`config.mk`:
```
export PLATFORM = sky130hd
export DESIGN_NAME = game_tick_scheduler
export DESIGN_NICKNAME = d
export VERILOG_FILES = /design/src/rtl/game_tick_scheduler.sv
export SDC_FILE = /design/constraint.sdc
export NUM_CORES = 1
export LEC_CHECK = 0
export ABC_AREA = 1
export BUFFER_PORTS_ARGS = -buffer_cell sky130_fd_sc_hd__buf_2
export CAP_MARGIN = 20
export CORE_MARGIN = 3
export CORE_UTILIZATION = 57
export CTS_CLUSTER_DIAMETER = 40
export DETAILED_ROUTE_END_ITERATION = 6
export PLACE_DENSITY = 0.79
export SYNTH_ARGS = -nofsm -noshare
export SYNTH_HDL_FRONTEND = slang
export SYNTH_SLANG_ARGS = --single-unit
```
`constraint.sdc`:
```
create_clock -name clock -period 3.1 [get_ports clock]
set_input_delay 0 -clock clock [delete_from_list [all_inputs] [get_ports clock]]
set_output_delay 0 -clock clock [all_outputs]
set_load 0.05 [all_outputs]
```
`src/rtl/game_tick_scheduler.sv`:
```
// game_tick_scheduler
// Derives ball, paddle and frame ticks from the pulse timer's base_pulse,
// runs the IDLE/RUN/PAUSE/OVER game state machine and holds the saturating
// speed level that shortens the ball divider. All outputs are registered,
// so every tick appears one cycle after the base_pulse that produced it.
module game_tick_scheduler #(
  parameter int BALL_DIV_INIT = 8,
  parameter int BALL_DIV_STEP = 1,
  parameter int BALL_DIV_MIN  = 2,
  parameter int PADDLE_DIV    = 4,
  parameter int MAX_LEVEL     = 6,
  parameter int LEVEL_W       = 3,
  parameter int DIV_W         = 8
) (
  input  logic               clock,
  input  logic               reset,
  input  logic               base_pulse,
  input  logic               start,
  input  logic               pause_toggle,
  input  logic               level_up,
  input  logic               game_over,
  output logic               timer_clear,
  output logic               ball_tick,
  output logic               paddle_tick,
  output logic               frame_tick,
  output logic               running,
  output logic [LEVEL_W-1:0] speed_level,
  output logic [1:0]         state
);

  localparam int WW = DIV_W + LEVEL_W;

  typedef enum logic [1:0] {
    ST_IDLE  = 2'd0,
    ST_RUN   = 2'd1,
    ST_PAUSE = 2'd2,
    ST_OVER  = 2'd3
  } state_t;

  state_t             state_q, state_d;
  logic [DIV_W-1:0]   ball_cnt_q, ball_cnt_d;
  logic [DIV_W-1:0]   paddle_cnt_q, paddle_cnt_d;
  logic [LEVEL_W-1:0] speed_level_q, speed_level_d;
  logic               timer_clear_q, timer_clear_d;
  logic               ball_tick_q, ball_tick_d;
  logic               paddle_tick_q, paddle_tick_d;
  logic               frame_tick_q, frame_tick_d;
  logic               running_q, running_d;

  logic [WW-1:0]      level_w;
  logic [WW-1:0]      step_prod;
  logic [WW-1:0]      ball_div;
  logic [WW-1:0]      ball_limit;
  logic [LEVEL_W-1:0] level_next;

  // Ball divider shrinks with level but is clamped at the floor; the test is done before subtracting so it can never wrap.
  always_comb begin
    level_w   = WW'(speed_level_q);
    step_prod = level_w * WW'(BALL_DIV_STEP);
    if (step_prod + WW'(BALL_DIV_MIN) > WW'(BALL_DIV_INIT)) begin
      ball_div = WW'(BALL_DIV_MIN);
    end else begin
      ball_div = WW'(BALL_DIV_INIT) - step_prod;
    end
    ball_limit = ball_div - WW'(1);
    level_next = (speed_level_q < LEVEL_W'(MAX_LEVEL)) ? speed_level_q + LEVEL_W'(1)
                                                       : speed_level_q;
  end

  // Next-state logic: game FSM, divider counters, speed level and tick pulses.
  always_comb begin
    state_d       = state_q;
    ball_cnt_d    = ball_cnt_q;
    paddle_cnt_d  = paddle_cnt_q;
    speed_level_d = speed_level_q;
    timer_clear_d = 1'b0;
    ball_tick_d   = 1'b0;
    paddle_tick_d = 1'b0;
    frame_tick_d  = 1'b0;

    case (state_q)
      ST_IDLE, ST_OVER: begin
        if (start) begin
          state_d       = ST_RUN;
          timer_clear_d = 1'b1;
          ball_cnt_d    = '0;
          paddle_cnt_d  = '0;
          speed_level_d = '0;
        end
      end

      ST_RUN: begin
        if (game_over) begin
          state_d = ST_OVER;
        end else if (pause_toggle) begin
          state_d = ST_PAUSE;
        end else if (base_pulse) begin
          frame_tick_d = 1'b1;
          if (WW'(ball_cnt_q) >= ball_limit) begin
            ball_tick_d = 1'b1;
            ball_cnt_d  = '0;
          end else begin
            ball_cnt_d  = ball_cnt_q + DIV_W'(1);
          end
          if (paddle_cnt_q >= DIV_W'(PADDLE_DIV - 1)) begin
            paddle_tick_d = 1'b1;
            paddle_cnt_d  = '0;
          end else begin
            paddle_cnt_d  = paddle_cnt_q + DIV_W'(1);
          end
        end
        if (level_up) begin
          speed_level_d = level_next;
        end
      end

      ST_PAUSE: begin
        if (game_over) begin
          state_d = ST_OVER;
        end else if (pause_toggle) begin
          state_d = ST_RUN;
        end else begin
          frame_tick_d = base_pulse;
        end
        if (level_up) begin
          speed_level_d = level_next;
        end
      end

      default: begin
        state_d = ST_IDLE;
      end
    endcase

    running_d = (state_d == ST_RUN);
  end

  // State and output registers; reset drops straight back to an idle, silent scheduler.
  always_ff @(posedge clock or negedge reset) begin
    if (!reset) begin
      state_q       <= ST_IDLE;
      ball_cnt_q    <= '0;
      paddle_cnt_q  <= '0;
      speed_level_q <= '0;
      timer_clear_q <= 1'b0;
      ball_tick_q   <= 1'b0;
      paddle_tick_q <= 1'b0;
      frame_tick_q  <= 1'b0;
      running_q     <= 1'b0;
    end else begin
      state_q       <= state_d;
      ball_cnt_q    <= ball_cnt_d;
      paddle_cnt_q  <= paddle_cnt_d;
      speed_level_q <= speed_level_d;
      timer_clear_q <= timer_clear_d;
      ball_tick_q   <= ball_tick_d;
      paddle_tick_q <= paddle_tick_d;
      frame_tick_q  <= frame_tick_d;
      running_q     <= running_d;
    end
  end

  assign timer_clear = timer_clear_q;
  assign ball_tick   = ball_tick_q;
  assign paddle_tick = paddle_tick_q;
  assign frame_tick  = frame_tick_q;
  assign running     = running_q;
  assign speed_level = speed_level_q;
  assign state       = state_q;

endmodule
```
# After elaboration in Yosys (flattened, before gate mapping)
# Cells that the tools add are included.
# classes
add_sub_neg	6
n_lt_le_gt_ge	4
n_eq_ne	10
mux	40
n_reduce_logical	6
# op_table
op	count
8-bit 2-to-1 mux	9
8-bit one-hot mux with 2 select lines	2
1-bit 2-to-1 mux	17
8-bit by 1-bit adder with 8-bit output, second input constant	2
8-bit by 11-bit greater-or-equal comparator with 1-bit output	1
11-bit 2-to-1 mux	1
11-bit by 1-bit subtractor with 11-bit output, second input constant	1
2-bit 2-to-1 mux	5
3-bit 2-to-1 mux	3
8-bit by 2-bit greater-or-equal comparator with 1-bit output, second input constant	1
2-bit inequality test, second input constant	4
2-bit one-hot mux with 3 select lines	1
3-bit one-hot mux with 2 select lines	1
5-bit AND reduction	1
4-bit by 3-bit subtractor with 5-bit output, first input constant	1
3-bit by 2-bit adder with 4-bit output, second input constant	1
2-bit by 1-bit equality test with 1-bit output, second input constant	2
2-bit equality test, second input constant	2
4-bit > comparator, second input constant	1
2-bit by 1-bit inequality test with 1-bit output, second input constant	2
2-bit OR reduction	2
3-bit by 1-bit adder with 3-bit output, second input constant	1
3-bit less-than comparator, second input constant	1
3-bit AND reduction	1
3 further kinds	3
# word_totals
ff_bits	26
in_bits	7
output_inout_bits	10
wordCells	75

# Longest topological paths before layout
# depth
word_depth	10
ltp_mapped	18
depth_no_buf	18

# Worst setup path after synthesis
# Ideal clock, no wire load.
# synth_path
path_type	register to register
startpoint	register speed_level_q[0] (netlist: speed_level[0])
endpoint	register ball_cnt_q[4]
setup_ns	0.065
arrival_time_ns	2.540
t_required_ns	3.035
setup_slack_ns	0.495
stages_incl_launch_ff	18
n_path_buf	0
synth_period_minus_slack_ns	2.605
path_cell_list	dfrtp_1 -> inv_1 -> ha_1 -> nor2_1 -> ha_1 -> nand2_1 -> nor2_1 -> inv_1 -> ha_1 -> nand2_1 -> nand2_1 -> nand2_1 -> nand2_1 -> a21oi_1 -> nand2_1 -> nand2_2 -> nand2_1 -> nand2_1
# synth_via
elab_chain_len	10
elab_cells_between_ends	11
cone_classes	add/sub: 3; order compare: 2; mux: 6
# synth_rtl
item	line_no	rtl
start, declared	43	logic [LEVEL_W-1:0] speed_level_q, speed_level_d;
start signal, assigned	154	speed_level_q <= speed_level_d;
3-bit by 2-bit adder with 4-bit output	60	if (step_prod + WW'(BALL_DIV_MIN) > WW'(BALL_DIV_INIT)) begin
4-bit > comparator	60	
11-bit 2-to-1 mux *	60	
11-bit by 1-bit subtractor with 11-bit output *	65	ball_limit = ball_div - WW'(1);
8-bit by 11-bit greater-or-equal comparator with 1-bit output *	99	if (WW'(ball_cnt_q) >= ball_limit) begin
8-bit 2-to-1 mux *	99	
8-bit 2-to-1 mux *	97	end else if (base_pulse) begin
8-bit 2-to-1 mux *	95	end else if (pause_toggle) begin
8-bit 2-to-1 mux *	93	if (game_over) begin
8-bit one-hot mux with 2 select lines *	81	case (state_q)
end signal, assigned	152	ball_cnt_q <= ball_cnt_d;
end, declared	41	logic [DIV_W-1:0] ball_cnt_q, ball_cnt_d;
# Every way passes the cells marked *; elsewhere a longest branch is shown, timed or not. The select of a mux whose other input is x is not followed.
# A chain may end at the register's enable or synchronous reset.

# Final worst setup path
# layout_path
startpoint	register speed_level_q[0] (netlist: speed_level[0])
endpoint	register ball_cnt_q[7]
# Same word-level chain as after synthesis.

==> flow_summary.json <==
{
  "post-route-util_pct": 69.03,
  "numPortBuffers": 16,
  "synth-async-reset-ratio_pct": 100.0,
  "coreArea_mm2": 0.002545,
  "cts_tree": "built",
  "postCtsResizedCells": 0,
  "critPathArrivalTime_ns": 2.82,
  "crit_required_ns": 3.37,
  "post-route-period-util_pct": 82.20,
  "setup.worst_path.start_class": "flop",
  "hold_start": "game_over",
  "fraction_of_post_synthesis_cell_area_in_the_top_cell_type_by_area_pct": 41.63,
  "number_of_buffers_created_by_cts": 3,
  "grt_pass1_vias": 1307,
  "totalNegativeSetupSlack_ns": 0,
  "post-route-drc-count": 0,
  "final_layout_size_suffix_gt1_share_pct": 13.78,
  "max_cap_violations": 0,
  "crit-reg2reg-launch": "speed_level[0]$_DFFE_PN0P_",
  "leakage_power_total_nw": 0.9556,
  "initial_utilization_pct": 61.41,
  "global_placer_s_final_weighted_congestion": 0.8694,
  "avgViaCountPerCell": 5.169,
  "final_cell_count_without_fillers": 255,
  "num_vias": 1318,
  "number_of_enable_flip_flop_cells_after_synthesis": 0,
  "dieArea_mm2": 0.003406,
  "setup.worst_path.class": "flop to flop",
  "synth_area_per_cell_um2": 7.775,
  "synth_top_cells_by_area": "sky130_fd_sc_hd__dfrtp_1 42%, sky130_fd_sc_hd__ha_1 14%, sky130_fd_sc_hd__nand2_1 13%",
  "ctsRootBufferMaster": "sky130_fd_sc_hd__clkbuf_4",
  "timing_hold_violations_final": 0,
  "die_w_um": 58.36,
  "final-setup-viol-count": 0,
  "top_layer_used": "met4",
  "worst_setup_path_startpoint": "speed_level[0]$_DFFE_PN0P_",
  "final.hold.worst_slack_ns": 0.05805,
  "yosys_warnings": 0,
  "synth_area_mm2": 0.001563,
  "wirelength_met1_um": 1411,
  "maxSlewViolCount": 0,
  "skew_ns": 0.001357,
  "number_of_top_level_design_ports": 17,
  "synth_most_common_cell": "sky130_fd_sc_hd__nand2_1",
  "hold_path_class": "input pin to flop",
  "synth_top_cells_by_count": "54 x sky130_fd_sc_hd__nand2_1, 28 x sky130_fd_sc_hd__inv_1, 28 x sky130_fd_sc_hd__nor2_1",
  "grt_start_max_net_pins": 27,
  "num_rows": 18,
  "number_of_detailed_routing_iterations_run_before_antenna_repair": 4,
  "worstMarginPinSlew_ns": 0.5616,
  "clkSlewWorstSetupHoldPaths_ns": 0.14,
  "drt-total-wl_um": 3182,
  "detail-route-antenna-nets": 0,
  "met2RoutedLength_um": 1681,
  "ys_ff_latch": 26,
  "grt_setup_unrepaired": "false",
  "syn2layout_area_growth_pct": 12.41,
  "syn_nets": 225,
  "clock_latency_ns": 0.32,
  "synth-main-ff-cell": "sky130_fd_sc_hd__dfrtp_1",
  "critPathCaptureType": "flop",
  "cts_sinks": 26,
  "ir_drop_mv": 0.7990,
  "overflow": 0,
  "routed_wire_length_per_instance_um": 12.48,
  "netlist_instances": 201,
  "dieHeight_um": 58.36,
  "antennaDiodeCount": 0,
  "track_usage_pct": 20.85,
  "clockBufferDepth": 2,
  "pwr_density_cell_mw_per_mm2": 838.9,
  "yosys.cell_types.count": 21,
  "slew-limit-headroom_pct": 62.56,
  "place_inst": 247,
  "detailedPlacementHpwl_um": 2437,
  "timing.fmax_ghz": 0.3925,
  "grt_pass1_wl_um": 5547,
  "met3WireLength_um": 61,
  "synth_largest_area_cell": "sky130_fd_sc_hd__dfrtp_1",
  "h_tree_lvls": 1,
  "minimum_period_implied_by_the_final_worst_setup_slack_ns": 2.548,
  "synth_seq_area_share_pct": 41.63,
  "initial_antenna_violation_count": 0,
  "finalNetCount": 250,
  "drt-initial-drc-count": 52,
  "outcome": "complete, no violations",
  "timing.critical_path.fanout_max": 9
}
==> worst max-delay path: stages (launching register included) <==
cell and delay [ns]:
sky130_fd_sc_hd__dfrtp_1 0.47, sky130_fd_sc_hd__inv_1 0.11, sky130_fd_sc_hd__ha_1 0.32, sky130_fd_sc_hd__nor2_1 0.16, sky130_fd_sc_hd__ha_1 0.17, sky130_fd_sc_hd__nand2_1 0.05, sky130_fd_sc_hd__nor2_1 0.13, sky130_fd_sc_hd__inv_1 0.08
sky130_fd_sc_hd__ha_1 0.29, sky130_fd_sc_hd__nand2_1 0.07, sky130_fd_sc_hd__inv_1 0.05, sky130_fd_sc_hd__nand2_1 0.06, sky130_fd_sc_hd__nand2_1 0.05, sky130_fd_sc_hd__a21oi_1 0.12, sky130_fd_sc_hd__nand2_1 0.08, sky130_fd_sc_hd__nand2_2 0.15
sky130_fd_sc_hd__nand2_1 0.08, sky130_fd_sc_hd__nand2_1 0.06
==> flip-flops by register name, indices dropped and copies added (netlist names) <==
name          cells
ball_cnt_q        8
ball_tick         1
frame_tick        1
paddle_cnt_q      8
paddle_tick       1
running           1
speed_level       3
state             2
timer_clear       1
==> stage by stage <==
stage	power, mW	setup slack [ns]	instance area [um2]
floorplan	1.108	0.4954	1563
finish	1.474	0.5519	1757
CTS	1.476	0.5367	1757
global placement	1.255	0.7148	1680
detailed placement	1.302	0.5665	1680
global route	1.608	0.3108	1757
==> worst paths after layout <==
check	end	slack, ns	depth (start not counted)
min in group asynchronous	speed_level[1]$_DFFE_PN0P_	0.18	2
worst max register to register	ball_cnt_q[7]$_DFFE_PN0P_	0.55	17
worst min register to register	paddle_cnt_q[4]$_DFFE_PN0P_	0.50	2
worst max-delay path	ball_cnt_q[7]$_DFFE_PN0P_	0.55	17
worst min-delay path	paddle_tick$_DFF_PN0_	0.06	4
max in group asynchronous	ball_cnt_q[7]$_DFFE_PN0P_	2.55	2
==> layout make-up <==
class / count / area [um2]
fill: 222 / 788.3
multi-input combinational: 140 / 778.2
sequential: 26 / 650.6
inverter: 35 / 133.9
timing repair buffer: 20 / 120.1
tap: 30 / 37.54
clock buffer: 4 / 36.28
==> metal layers <==
metal | track usage, % | up-vias
met5 | 0 | -
met4 | 4.967 | 0
met3 | 2.632 | 6
met2 | 38.28 | 16
met1 | 25.82 | 623
li1 | - | 673
==> logic make-up after synthesis <==
| family | Yosys count | share of synthesized area, % |
|---|---|---|
| adders and majority gates | 17 | 13.61 |
| muxes | 1 | 0.6405 |
| buffers and inverters | 35 | 8.567 |
| DFF | 26 | 41.63 |
| and+or+nand+nor | 102 | 27.54 |
| AOI/OAI and AO/OA | 17 | 6.325 |
| xor gates and xnor gates | 3 | 1.682 |
==> what timing repair did <==
item                      CTS  global route
hold endpoints to repair   28             0
setup buffers               0             0
hold buffers                4             0
==> power by group <==
| group | switching (mW) | internal (mW) | total [mW] |
|---|---|---|---|
| Clock | 0.0996 | 0.0718 | 0.171 |
| Combinational | 0.579 | 0.257 | 0.836 |
| Sequential | 0.0630 | 0.404 | 0.467 |
==> cells in the final DEF (no fill, tap or decap), drive strengths merged <==
| cell type | Yosys | routed |
|---|---|---|
| nand2 | 55 | 55 |
| inv | 35 | 35 |
| nor2 | 29 | 29 |
| dfrtp | 26 | 26 |
| ha | 17 | 17 |
| buf | 0 | 16 |
| nand3 | 10 | 10 |
| o21ai | 9 | 9 |
| a21oi | 7 | 7 |
| dlygate4sd3 | 0 | 4 |
| clkbuf | 0 | 4 |
| nor3 | 3 | 3 |
| nand4 | 3 | 3 |
| xor2 | 2 | 2 |
| nor3b | 2 | 2 |
| o211ai | 1 | 1 |
| mux2i | 1 | 1 |
| xnor2 | 1 | 1 |
(Power assumes the default switching activity.)
